==> config.mk <==
export PLATFORM = sky130hd
export DESIGN_NAME = uart_tx
export DESIGN_NICKNAME = d
export VERILOG_FILES = /design/src/rtl/uart_tx.sv
export SDC_FILE = /design/constraint.sdc
export NUM_CORES = 1
export LEC_CHECK = 0
export CORE_ASPECT_RATIO = 1.4
export CORE_UTILIZATION = 60
export DETAILED_ROUTE_END_ITERATION = 8
export PLACE_DENSITY = 0.81
export RECOVER_POWER = 100
export SKIP_CTS_REPAIR_TIMING = 1
export SLEW_MARGIN = 20
export SYNTH_ARGS = -nofsm -noshare
export SYNTH_HDL_FRONTEND = slang
export SYNTH_SLANG_ARGS = --single-unit
==> constraint.sdc <==
create_clock -name clk -period 2.46 [get_ports clk]
set_input_delay 0.369 -clock clk [delete_from_list [all_inputs] [get_ports clk]]
set_output_delay 0.369 -clock clk [all_outputs]
set_load 0.05 [all_outputs]
==> src/rtl/uart_tx.sv <==
// UART transmitter: a 4-entry byte FIFO feeding an 8N1 serializer.
// Each line bit lasts BPS clk cycles. Queued bytes go out back to back.
// The bit after a stop bit is the next start bit, with no idle gap.
module uart_tx #(
   parameter int BPS = 5208
) (
   input  logic       clk,
   input  logic       rst_n,
   input  logic [7:0] din,
   input  logic       din_vld,
   output logic       din_rdy,
   output logic       dout,
   output logic       busy,
   output logic       tx_done
);

   typedef enum logic [1:0] {IDLE, START, DATA, STOP} state_t;

   localparam logic [15:0] BAUD_LAST = 16'(BPS - 1);
   localparam logic [15:0] BAUD_PRE  = 16'(BPS - 2);

   state_t      state;
   logic [15:0] baud_cnt;
   logic [2:0]  bit_idx;
   logic [7:0]  shift_reg;

   logic [7:0]  fifo_mem [4];
   logic [1:0]  wr_ptr;
   logic [1:0]  rd_ptr;
   logic [2:0]  count;
   logic [2:0]  count_next;

   logic        push;
   logic        pop;
   logic        baud_last;
   logic        frame_end;
   logic        idle_next;

   assign din_rdy   = (count != 3'd4);
   assign push      = din_vld && din_rdy;
   assign baud_last = (baud_cnt == BAUD_LAST);
   assign frame_end = (state == STOP) && baud_last;
   // The serializer takes a byte when it is idle, or when a stop bit ends.
   assign pop       = (count != 3'd0) && ((state == IDLE) || frame_end);
   // The FSM sits in IDLE after this edge only if no byte is popped.
   assign idle_next = ((state == IDLE) || frame_end) && !pop;

   // Next occupancy. A push and a pop on the same edge cancel out.
   always_comb begin
      count_next = count;
      if (push && !pop) begin
         count_next = count + 3'd1;
      end else if (pop && !push) begin
         count_next = count - 3'd1;
      end
   end

   // FIFO pointers and occupancy. The 2-bit pointers wrap naturally.
   always_ff @(posedge clk or negedge rst_n) begin
      if (!rst_n) begin
         wr_ptr <= 2'd0;
         rd_ptr <= 2'd0;
         count  <= 3'd0;
      end else begin
         if (push) begin
            wr_ptr <= wr_ptr + 2'd1;
         end
         if (pop) begin
            rd_ptr <= rd_ptr + 2'd1;
         end
         count <= count_next;
      end
   end

   // FIFO storage. Only the pointers need a reset; the contents do not.
   always_ff @(posedge clk) begin
      if (push) begin
         fifo_mem[wr_ptr] <= din;
      end
   end

   // Frame sequencer. It also produces the registered line, busy and done outputs.
   always_ff @(posedge clk or negedge rst_n) begin
      if (!rst_n) begin
         state     <= IDLE;
         dout      <= 1'b1;
         tx_done   <= 1'b0;
         busy      <= 1'b0;
         baud_cnt  <= 16'd0;
         bit_idx   <= 3'd0;
         shift_reg <= 8'd0;
      end else begin
         tx_done <= (state == STOP) && (baud_cnt == BAUD_PRE);
         busy    <= !idle_next || (count_next != 3'd0);
         case (state)
            IDLE: begin
               dout     <= 1'b1;
               baud_cnt <= 16'd0;
               if (pop) begin
                  shift_reg <= fifo_mem[rd_ptr];
                  dout      <= 1'b0;
                  state     <= START;
               end
            end
            START: begin
               if (baud_last) begin
                  baud_cnt <= 16'd0;
                  bit_idx  <= 3'd0;
                  dout     <= shift_reg[0];
                  state    <= DATA;
               end else begin
                  baud_cnt <= baud_cnt + 16'd1;
               end
            end
            DATA: begin
               if (baud_last) begin
                  baud_cnt  <= 16'd0;
                  bit_idx   <= bit_idx + 3'd1;
                  shift_reg <= {1'b0, shift_reg[7:1]};
                  if (bit_idx == 3'd7) begin
                     dout  <= 1'b1;
                     state <= STOP;
                  end else begin
                     dout <= shift_reg[1];
                  end
               end else begin
                  baud_cnt <= baud_cnt + 16'd1;
               end
            end
            STOP: begin
               if (baud_last) begin
                  baud_cnt <= 16'd0;
                  if (pop) begin
                     shift_reg <= fifo_mem[rd_ptr];
                     dout      <= 1'b0;
                     state     <= START;
                  end else begin
                     dout  <= 1'b1;
                     state <= IDLE;
                  end
               end else begin
                  baud_cnt <= baud_cnt + 16'd1;
               end
            end
            default: begin
               state <= IDLE;
               dout  <= 1'b1;
            end
         endcase
      end
   end

endmodule

==> results_dict.tcl <==
set metrics [dict create \
    outcome "finished with violations" \
    violations "max-capacitance violations, max-slew violations" \
    hold_class "flip-flop to flip-flop" \
    layout.nets 315 \
    fill_cells 394 \
    multi_input_area_sq_um 1430 \
    min_period_ns 2.29 \
    rsz0062_at_grt "false" \
    async_reset_ff_share_pct 54.9 \
    yosys.cell_types.count 46 \
    cts_inserted_buffers 9 \
    worst_slew_pin_slew_ns 2.10 \
    crit_path_start_kind "flip-flop" \
    ios 15 \
    yosysSeqAreaShare_pct 56.3 \
    numClockSinks 71 \
    grt_pass1_wl_um 9800 \
    design.die.area_sq_um 6050 \
    cts_tree "done" \
    crit_type "flip-flop to flip-flop" \
    diodes 0 \
    fmax_mhz 436 \
    root_buffer "clkbuf_8" \
    layout-drive-gt1-share_pct 16.4 \
    wl_per_cell_um 16.3 \
    routed_wirelength_um 5880 \
    cp_max_fo 7 \
    io_buffers 14 \
    slew_viol_final 40 \
    finalSetupTns_ns 0 \
    clkTransAtPathRegs_ns 0.08 \
    relSlewSlack_pct -40.0 \
    route.detailed.drc 0 \
    grt_max_degree 40 \
    fp.dieH_um 91.6 \
    die_width_um 66.0 \
    dr.pass1.iters 4 \
    ant_nets 0 \
    cp.required_ns 2.69 \
    antenna_found_initial 0 \
    final-seq-area_sq_um 1940 \
    worstPathArrival_ns 2.52 \
    viasPerCell 5.85 \
    area_delta_synth_final_pct 12.6 \
    ys_seq_elements 71 \
    cp-end-kind "flip-flop" \
    rows 32 \
    dpl.hpwl_um 4090 \
    fin_crit_sh_pct 93.1 \
    power_density_nw_per_um2 1120 \
    drtIter0Drc 143 \
    core_sq_um 5530 \
    syn_area_sq_um 3440 \
    clockBufferDepth 2 \
    hold_viol 0 \
    synth_edf_count 32 \
    maxCapViolCount 1 \
    largest_reg_flops 32 \
    max-vdd-ir-drop_v 0.000796 \
    syn_avg_cell_area_sq_um 12.9 \
    syn_inst 266 \
    place_congestion 0.790 \
    overflow 0 \
    initial_core_util_pct 62.3 \
    setup_viol 0 \
    grt_use_total_pct 22.4 \
    ys_warn_count 0 \
    synth_ff_type "dfrtp_1" \
    finalClockSkew_ns 0.00614 \
    num_vias 2107 \
    h-tree-depth 3 \
    clock_latency_ns 0.35 \
    grt_pass1_vias 2149 \
    p_leak_nw 1.56 \
    instances_no_fill 360 \
    place_inst 344 \
    synth.net_count 294 \
]
[report_power, final]
group	internal (mW)	total, mW	switching [mW]
clock network	0.581	1.05	0.466
registers	1.55	1.80	0.245
logic	0.717	1.51	0.795
[synth_stat cells, types with 3 or more instances]
library cell	count	area [sq um]
xor2_1	7	61.3
inv_1	11	41.3
edfxtp_1	32	961
mux4_2	8	180
nand4_1	6	37.5
and2_1	6	37.5
o21ai_0	10	50.1
dfrtp_1	38	951
xnor2_1	11	96.3
clkbuf_1	5	18.8
nand3_1	6	30.0
and4_1	3	26.3
nor2_1	22	82.6
ha_1	17	213
a22oi_1	3	22.5
a21oi_1	4	20.0
nor3_1	4	20.0
nand2_1	18	67.6
mux2_2	13	146
and3_1	8	50.1
[worst paths after layout]
kind / from / to / slack (ns) / depth (start not counted)
min in group asynchronous: rst_n / tx_done / 0.61 / 1
max in group asynchronous: rst_n / state[1] / 0.64 / 1
min reg2reg: baud_cnt[0] / baud_cnt[0] / 0.48 / 1
min: baud_cnt[0] / baud_cnt[0] / 0.48 / 1
max reg2reg: state[0] / shift_reg[4] / 0.17 / 6
max: state[0] / shift_reg[4] / 0.17 / 6
[layer usage]
layer  up-vias  GRT usage, %  share of wire, %
li1       1005             -                 -
met1      1063          24.1                40
met2        26          40.0                55
met3        13          5.60               2.4
met4         0          10.3               2.4
met5         -             0                 0
[logic make-up (layout without fill, tap and decap cells)]
| group | Yosys count | after routing | synth area share (%) |
|---|---|---|---|
| muxes | 23 | 23 | 10.1 |
| xor gates and xnor gates | 18 | 18 | 4.58 |
| buffers and inverters | 18 | 44 | 2.04 |
| DFF | 71 | 71 | 56.3 |
| AOI/OAI and AO/OA | 30 | 30 | 5.92 |
| adders and majority gates | 18 | 18 | 6.47 |
| and+or+nand+nor | 88 | 88 | 14.6 |
[layout make-up]
type                       instances  area share [%]
clock inverter                     7            2.65
multi-input combinational        177            37.0
clock buffer                       9            3.20
tap                               68            2.20
inverter                          11            1.07
timing repair buffer              17            3.87
sequential                        71            50.0
[per-stage QoR]
stage / util [%] / power [mW] / hold slack, ns / area [sq um] / setup WS [ns]
after global routing: 70.1 / 4.62 / 0.505 / 3870 / 0.0562
final: 70.1 / 4.36 / 0.484 / 3870 / 0.169
after floorplan: - / 2.96 / 0.0734 / 3440 / 0.356
after detailed placement: 66.1 / 3.35 / 0.480 / 3650 / 0.171
after global placement: 66.1 / 3.28 / 0.468 / 3650 / 0.264
after CTS: 70.2 / 4.41 / 0.152 / 3880 / 0.170
[cell usage in the layout (no fill, tap or decap), types with 10 or more instances in the layout]
| cell type | count |
|---|---|
| nand2_1 | 18 |
| edfxtp_1 | 32 |
| dlygate4sd3_1 | 11 |
| mux2_2 | 12 |
| o21ai_0 | 10 |
| xnor2_1 | 11 |
| ha_1 | 17 |
| nor2_1 | 22 |
| dfrtp_1 | 38 |
| inv_1 | 11 |
[worst max-delay path, cell delays in order (launching register included)]
cell	delay (ns)
dfrtp_1	0.43
inv_1	0.16
ha_1	0.25
or3b_2	0.47
a21o_1	0.24
a21oi_4	0.25
mux2_1	0.37
Note: power is estimated with default switching activity, not from simulation.
